File: src/rtl/i2c_master_sequencer.sv
// Round-robin sequencer sharing one i2c_master between NREQ single-byte requesters.
// Optional XFER watchdog enabled by defining I2C_SEQ_TIMEOUT_EN.
module i2c_master_sequencer #(
  parameter int NREQ        = 2,
  parameter int SCL_EDGES   = 18,
  parameter int STOP_HOLD   = 4,
  parameter int TIMEOUT_CYC = 4096
) (
  input  logic                clk,
  input  logic                reset,
  input  logic [NREQ-1:0]     req_valid,
  input  logic [NREQ-1:0]     req_rw,
  input  logic [7*NREQ-1:0]   req_addr,
  input  logic [8*NREQ-1:0]   req_wdata,
  output logic [NREQ-1:0]     req_ready,
  output logic [NREQ-1:0]     done,
  output logic                busy,
  output logic                timeout_err,
  output logic                m_start,
  output logic                m_stop,
  output logic                m_rw,
  output logic [6:0]          m_addr,
  output logic [7:0]          m_wdata,
  input  logic                m_scl
);

  localparam int LW = (NREQ > 1) ? $clog2(NREQ) : 1;
  localparam int CW = $clog2(SCL_EDGES + 1);
  localparam int HW = (STOP_HOLD > 1) ? $clog2(STOP_HOLD) : 1;

  typedef enum logic [1:0] {S_IDLE, S_XFER, S_STOP} state_t;

  state_t            state_q, state_d;
  logic [LW-1:0]     last_q, last_d;
  logic [CW-1:0]     cnt_q, cnt_d;
  logic [HW-1:0]     hold_q, hold_d;
  logic              scl_q, scl_d;
  logic [NREQ-1:0]   req_ready_q, req_ready_d;
  logic [NREQ-1:0]   done_q, done_d;
  logic              m_start_q, m_start_d;
  logic              m_stop_q, m_stop_d;
  logic              m_rw_q, m_rw_d;
  logic [6:0]        m_addr_q, m_addr_d;
  logic [7:0]        m_wdata_q, m_wdata_d;

  logic              scl_rise;
  logic              gnt_found;
  logic [LW-1:0]     gnt_idx;
  logic [NREQ-1:0]   gnt_oh;
  logic              sel_rw;
  logic [6:0]        sel_addr;
  logic [7:0]        sel_wdata;

  assign scl_rise = m_scl & ~scl_q;

  // Search offsets last+1 .. last+NREQ so the previous winner is lowest priority.
  always_comb begin
    gnt_found = 1'b0;
    gnt_idx   = '0;
    for (int k = 1; k <= NREQ; k++) begin
      for (int i = 0; i < NREQ; i++) begin
        if (!gnt_found && req_valid[i] && ((int'(last_q) + k) % NREQ) == i) begin
          gnt_found = 1'b1;
          gnt_idx   = LW'(i);
        end
      end
    end
  end

  always_comb begin
    gnt_oh    = '0;
    sel_rw    = 1'b0;
    sel_addr  = '0;
    sel_wdata = '0;
    for (int i = 0; i < NREQ; i++) begin
      if (LW'(i) == gnt_idx) begin
        gnt_oh[i] = 1'b1;
        sel_rw    = req_rw[i];
        sel_addr  = req_addr[7*i +: 7];
        sel_wdata = req_wdata[8*i +: 8];
      end
    end
  end

`ifdef I2C_SEQ_TIMEOUT_EN
  localparam int TW = $clog2(TIMEOUT_CYC + 1);
  logic [TW-1:0] tcnt_q, tcnt_d;
  logic          terr_q, terr_d;
`endif

  always_comb begin
    state_d     = state_q;
    last_d      = last_q;
    cnt_d       = cnt_q;
    hold_d      = hold_q;
    scl_d       = m_scl;
    req_ready_d = '0;
    done_d      = '0;
    m_start_d   = m_start_q;
    m_stop_d    = m_stop_q;
    m_rw_d      = m_rw_q;
    m_addr_d    = m_addr_q;
    m_wdata_d   = m_wdata_q;
`ifdef I2C_SEQ_TIMEOUT_EN
    tcnt_d      = tcnt_q;
    terr_d      = terr_q;
`endif
    case (state_q)
      S_IDLE: begin
        m_start_d = 1'b0;
        m_stop_d  = 1'b0;
        if (gnt_found) begin
          req_ready_d = gnt_oh;
          m_rw_d      = sel_rw;
          m_addr_d    = sel_addr;
          m_wdata_d   = sel_wdata;
          last_d      = gnt_idx;
          cnt_d       = '0;
          m_start_d   = 1'b1;
          state_d     = S_XFER;
`ifdef I2C_SEQ_TIMEOUT_EN
          tcnt_d      = '0;
          terr_d      = 1'b0;
`endif
        end
      end
      S_XFER: begin
        m_start_d = 1'b1;
        m_stop_d  = 1'b0;
        if (cnt_q == CW'(SCL_EDGES)) begin
          state_d   = S_STOP;
          m_start_d = 1'b0;
          m_stop_d  = 1'b1;
          hold_d    = '0;
        end else begin
          if (scl_rise) cnt_d = cnt_q + CW'(1);
`ifdef I2C_SEQ_TIMEOUT_EN
          if (tcnt_q == TW'(TIMEOUT_CYC - 1)) begin
            state_d   = S_STOP;
            m_start_d = 1'b0;
            m_stop_d  = 1'b1;
            hold_d    = '0;
            terr_d    = 1'b1;
          end else begin
            tcnt_d = tcnt_q + TW'(1);
          end
`endif
        end
      end
      S_STOP: begin
        m_start_d = 1'b0;
        m_stop_d  = 1'b1;
        if (hold_q == HW'(STOP_HOLD - 1)) begin
          m_stop_d = 1'b0;
          state_d  = S_IDLE;
          for (int i = 0; i < NREQ; i++) done_d[i] = (LW'(i) == last_q);
        end else begin
          hold_d = hold_q + HW'(1);
        end
      end
      default: state_d = S_IDLE;
    endcase
  end

  always_ff @(posedge clk) begin
    if (!reset) begin
      state_q     <= S_IDLE;
      last_q      <= LW'(NREQ - 1);
      cnt_q       <= '0;
      hold_q      <= '0;
      scl_q       <= 1'b1;
      req_ready_q <= '0;
      done_q      <= '0;
      m_start_q   <= 1'b0;
      m_stop_q    <= 1'b0;
      m_rw_q      <= 1'b0;
      m_addr_q    <= '0;
      m_wdata_q   <= '0;
`ifdef I2C_SEQ_TIMEOUT_EN
      tcnt_q      <= '0;
      terr_q      <= 1'b0;
`endif
    end else begin
      state_q     <= state_d;
      last_q      <= last_d;
      cnt_q       <= cnt_d;
      hold_q      <= hold_d;
      scl_q       <= scl_d;
      req_ready_q <= req_ready_d;
      done_q      <= done_d;
      m_start_q   <= m_start_d;
      m_stop_q    <= m_stop_d;
      m_rw_q      <= m_rw_d;
      m_addr_q    <= m_addr_d;
      m_wdata_q   <= m_wdata_d;
`ifdef I2C_SEQ_TIMEOUT_EN
      tcnt_q      <= tcnt_d;
      terr_q      <= terr_d;
`endif
    end
  end

`ifdef I2C_SEQ_TIMEOUT_EN
  assign timeout_err = terr_q;
`else
  assign timeout_err = 1'b0;
`endif

  assign req_ready = req_ready_q;
  assign done      = done_q;
  assign busy      = (state_q != S_IDLE);
  assign m_start   = m_start_q;
  assign m_stop    = m_stop_q;
  assign m_rw      = m_rw_q;
  assign m_addr    = m_addr_q;
  assign m_wdata   = m_wdata_q;

endmodule

File: config.mk
export PLATFORM = sky130hd
export DESIGN_NAME = i2c_master_sequencer
export DESIGN_NICKNAME = d
export VERILOG_FILES = /design/src/rtl/i2c_master_sequencer.sv
export SDC_FILE = /design/constraint.sdc
export NUM_CORES = 1
export LEC_CHECK = 0
export CAP_MARGIN = 20
export CORE_AREA = 4 4 65 67
export DETAILED_ROUTE_END_ITERATION = 6
export DIE_AREA = 0 0 69 71
export PLACE_DENSITY = 0.82
export SETUP_SLACK_MARGIN = 0.2
export SLEW_MARGIN = 20
export SYNTH_ARGS = -nofsm -noshare
export SYNTH_HDL_FRONTEND = slang
export SYNTH_SLANG_ARGS = --single-unit
File: constraint.sdc
create_clock -name clk -period 1.85 [get_ports clk]
set_input_delay 0.37 -clock clk [delete_from_list [all_inputs] [get_ports clk]]
set_output_delay 0.37 -clock clk [all_outputs]
set_load 0.02 [all_outputs]
After elaboration in Yosys (flattened, before gate mapping)

Index checks and enable logic that the tools add are counted.

Muxes and demuxes: 29
Bitwise operators: 5
Reductions and logical operators: 23
Eq/ne operators: 12
Add/subtract/negate cells: 4

Operators by type and width:

| cell                | number |
|---|---|
| $logic_not 32->1    | 2 |
| $mux 5              | 3 |
| $mux 1              | 14 |
| $ne 2x2->1 const B  | 6 |
| $reduce_and 3->1    | 4 |
| $mux 2              | 5 |
| $pmux 5 s2          | 1 |
| $eq 2x2->1 const B  | 4 |
| $mux 8              | 1 |
| $logic_and 1x1->1   | 7 |
| $mux 7              | 1 |
| $pmux 1 s3          | 2 |
| $pmux 2 s3          | 1 |
| $reduce_bool 2->1   | 3 |
| $add 5x1->5 const B | 1 |
| $eq 5x5->1 const B  | 1 |
| $pmux 2 s2          | 1 |
| $reduce_and 4->1    | 1 |
| $logic_not 1->1     | 3 |
| $reduce_bool 3->1   | 1 |
| $add 1x1->1 const B | 2 |
| $add 2x1->2 const B | 1 |
| $and 1x1->1 const A | 2 |
| $eq 2x1->1 const B  | 1 |
| 4 further kinds     | 5 |

Word-level logic and storage cells: 85
Register bits: 33
Output and inout port bits: 24

Depth between registers and ports, before layout

Depth after elaboration: 19
Gate-level depth with buffers: 7
Mapped depth without buffers: 6

Worst setup path after synthesis

Ideal clock, no wire load.

Kind: register -> register
Start point: register state_q[0]
End point: register cnt_q[3]
Setup slack: 0.222 ns
Library setup time: 0.074 ns
Path buffers: 0
Required time: 1.776 ns
Arrival: 1.554 ns
Stages on the path, launching flop included: 7
Path through: dfxtp_1 > inv_1 > ha_1 > or3b_4 > nand3_2 > or4_1 > a31oi_1

Word-level cells in the longest chain between the ends: 3

Ends and longest elaborated chain:

| what                                                                    | line | text |
|---|---|---|
| start: declaration                                                      | 33   | `state_t state_q, state_d;` |
| start signal: assignment                                                | 184  | `state_q <= state_d;` |
| $eq 2x1->1 / $logic_not 2->1 (equally long branches)                    | 108  | `case (state_q)` |
| $ne 2x2->1 (no source line) / $reduce_bool 2->1 (equally long branches) | --   |  |
| $reduce_and 4->1 (no source line)                                       | --   |  |
| end signal: assignment                                                  | 186  | `cnt_q <= cnt_d;` |
| end: declaration                                                        | 35   | `logic [CW-1:0] cnt_q, cnt_d;` |

Several ways; a longest one is shown, not always the timed one.
A chain may end at the register's enable or synchronous reset.

Final worst setup path

Start point: register cnt_q[0]
End point: register cnt_q[4]

Word-level cells in the longest chain between the ends: 4

Ends and longest elaborated chain:

| what        | line | text |
|---|---|---|
| $add 5x1->5 | 136  | `if (scl_rise) cnt_d = cnt_q + CW'(1);` |
| $mux 5      | 136  |  |
| $mux 5      | 130  | `if (cnt_q == CW'(SCL_EDGES)) begin` |
| $pmux 5 s2  | 108  |  |

Several ways; a longest one is shown, not always the timed one. The select of a mux whose other input is x is not followed.

==> metrics.yaml <==
status:
  status: "complete, no violations"
setup_path:
  rr_worst_depth: 6
  cp_max_fo: 5
  worstSetupStartpoint: "cnt_q[0]"
  slowest_delay_ns: 0.37
  path_buf_inv: 1
  worst_ep_required_time_ns: 2.02
  path_depth: 6
  worst_ep_arrival_time_ns: 1.79
  r2r-start: "cnt_q[0]"
  endpoint_kind: "flop"
  cp-start-kind: "flop"
  critPathTopFamily: "compound AO/OA/AOI/OAI gates"
  crit_type: "flop to flop"
  crit_chain: "inv_1, ha_1, and4bb_2, nor2_1, o21ai_0, o221a_2"
  cp_slowest_cell: "dfxtp_2"
  timing.rr.end: "cnt_q[4]"
  endpoint: "cnt_q[4]"
  rrSetupSlack_ns: 0.23
drt:
  top_layer: "met4"
  route.antenna.remaining_nets: 0
  wl_met1_um: 1780
  drc_errors: 0
  dr_wl_met2_um: 2090
  met3_length_um: 235
  num_vias: 1495
  drt-total-wl_um: 4160
  viasPerCell: 5.28
  wl_per_cell_um: 14.7
  first_pass_iters: 5
  dr.first_iter.drc_count: 124
die:
  die_h_um: 71
  fp.dieW_um: 69
  core_sq_um: 3630
  num_rows: 22
  ios: 61
  initial_utilization_pct: 40.9
  dieArea_sq_um: 4900
cts:
  worstSkewPairLatency_ns: 0.28
  cts_inserted_buffers: 5
  cts_tree: "built"
  clock_path_buffers: 2
  root_buffer: "clkbuf_8"
  cts_sinks: 33
  htree_levels: 2
  cts.clk_slew.worst_paths_ns: 0.07
synthesis:
  netlist_area_sq_um: 1490
  synth_warnings: 0
  synth_edf_count: 0
  yosysTopAreaCellShare_pct: 44.4
  postSynthCellCount: 156
  synth_nets: 200
  async_flop_share_pct: 0
  avgSynthCellArea_sq_um: 9.53
  synth.distinct_cells: 39
  ys_seq_area_share_pct: 44.4
  ys.flop_type: "dfxtp_1"
  yosys.area.top_type: "dfxtp_1"
  ys_ff_latch: 33
  synthTopCellsByArea: "dfxtp_1 (44%), a222oi_1 (11%), ha_1 (5.9%)"
sta:
  fin_crit_ns: 1.62
  setup-violations-final: 0
  hold_viol: 0
  fin_crit_sh_pct: 87.7
  finClkSkew_ns: 0.00403
  setup_slack_ns: 0.227
  finalMaxSlewViolations: 0
  rsz0062_at_grt: "yes"
  timing.setup.tns_ns: 0
  max_clock_freq_mhz: 616
pwr:
  leakage_nw: 1.09
  peakVddDrop_mv: 0.435
  powerDensity_nw_per_um2: 830
placed_design:
  pre_cts_ws_ns: -0.00832
  io_buffer_count: 59
  routabilityCongestion: 0.887
  dp_hpwl_um: 3020
  dp_cells: 273
layout:
  instances_no_fill: 283
  area_growth_pct: 63.5
  finalNetCount: 278
  drive_above_1_share_pct: 18.7
  diodes: 0
  fin_util_pct: 66.9
grt:
  grt_pass1_vias: 1495
  grt_antenna_before_repair: 0
  grt_usage_pct: 17.3
  grt_overflow: 0
  grt_pass1_wl_um: 6890
  grt_start_max_net_pins: 19
min_path:
  hp-class: "flop to flop"
  min_delay_path_depth: 2
job:
  drv_cap: 0
per-layer routing:
| metal | track usage [%] | up-vias |
|---|---|---|
| met5 | 0 | - |
| met4 | 7.38 | 0 |
| met3 | 5.11 | 4 |
| met2 | 30.0 | 50 |
| met1 | 19.8 | 706 |
| li1 | - | 735 |
cell type report:
cell class | instances | area [sq um]
Sequential cell | 33 | 664
Multi-Input combinational cell | 94 | 734
Timing Repair Buffer | 77 | 768
Tap cell | 48 | 60.1
Fill cell | 312 | 1200
Clock buffer | 7 | 86.3
Clock inverter | 1 | 30.0
Inverter | 23 | 86.3
cell usage after synthesis, drive strengths merged, types with 3 or more instances:
cell type	instances
a21oi	8
o21a	3
a31oi	4
buf	4
nor2	8
a222oi	16
inv	23
nand3	9
nand2	6
ha	7
dfxtp	33
nand2b	4
worst min path at each step:
stage	start	endpoint	slack (ns)
2_1_floorplan	last_q	done[0]	0.42
3_3_place_gp	m_stop	m_stop	0.44
3_5_place_dp	m_stop	m_stop	0.44
4_1_cts	m_stop	m_stop	0.45
5_1_grt	m_stop	m_stop	0.46
6_report	m_stop	m_stop	0.45
placed cells by master (no fill, tap or decap), types with 2 or more instances in the layout:
| cell type | netlist | routed |
|---|---|---|
| ha_1 | 7 | 6 |
| buf_4 | 1 | 15 |
| a31oi_1 | 4 | 4 |
| o221ai_1 | 2 | 2 |
| a21oi_2 | 2 | 2 |
| nand3b_1 | 2 | 2 |
| nor2_1 | 8 | 8 |
| dfxtp_2 | 0 | 3 |
| a21oi_1 | 6 | 6 |
| clkbuf_8 | 0 | 6 |
| buf_12 | 0 | 2 |
| dfxtp_1 | 33 | 30 |
| nand2_1 | 6 | 6 |
| nor3_1 | 2 | 2 |
| nand3_1 | 8 | 8 |
| inv_2 | 0 | 2 |
| inv_1 | 23 | 21 |
| o21a_1 | 3 | 3 |
| nand2b_1 | 4 | 4 |
| a222oi_1 | 16 | 16 |
| clkdlybuf4s50_1 | 0 | 53 |
| mux2i_1 | 2 | 2 |
| o21ai_0 | 2 | 2 |
| dlymetal6s2s_1 | 0 | 5 |
sequential cells by signal, indices dropped and copies added, names as in the netlist:
name and cells:
state_q 2, req_ready 2, last_q 1, m_wdata 8, scl_q 1, cnt_q 5, m_stop 1, m_rw 1
m_start 1, hold_q 2, done 2, m_addr 7
report_power, final:
group          switching (W)  leakage [nW]  internal [W]  total, W
logic               0.000242         0.759      0.000280  0.000522
clock network       0.000257        0.0585      0.000439  0.000696
registers          0.0000301         0.272      0.000770  0.000800
metrics by stage:
| step | instance area [sq um] | hold WS, ns | power, W |
|---|---|---|---|
| 3_3_place_gp | 2250 | 0.440 | 0.00131 |
| 3_5_place_dp | 2250 | 0.442 | 0.00132 |
| 4_1_cts | 2370 | 0.451 | 0.00202 |
| 5_1_grt | 2430 | 0.461 | 0.00211 |
| 2_1_floorplan | 1490 | 0.425 | 0.00105 |
| 6_report | 2430 | 0.452 | 0.00202 |
worst register-to-register path, cell delays in order (launching register included):
cell and delay, ns:
dfxtp_2 0.37, inv_1 0.07, ha_1 0.21, and4bb_2 0.26
nor2_1 0.14, o21ai_0 0.14, o221a_2 0.31
cell families after synthesis:
kind of cell    Yosys count  share of synthesized area, %
compound gates           42                          23.0
fa+ha+maj                 7                          5.89
buf+inv                  29                          7.83
flops                    33                          44.4
mux                       3                          2.10
other cells               1                         0.252
simple gates             41                          16.5
timing repair:
action                     CTS  global route
setup endpoints to repair    4            24
gates resized for setup      5            15
hold buffers                 0             0
gates cloned                 0             0
hold endpoints to repair     0             0
buffers inserted             0             2
pin swaps                    0             2
No activity file was read; power rests on OpenSTA's default activity.
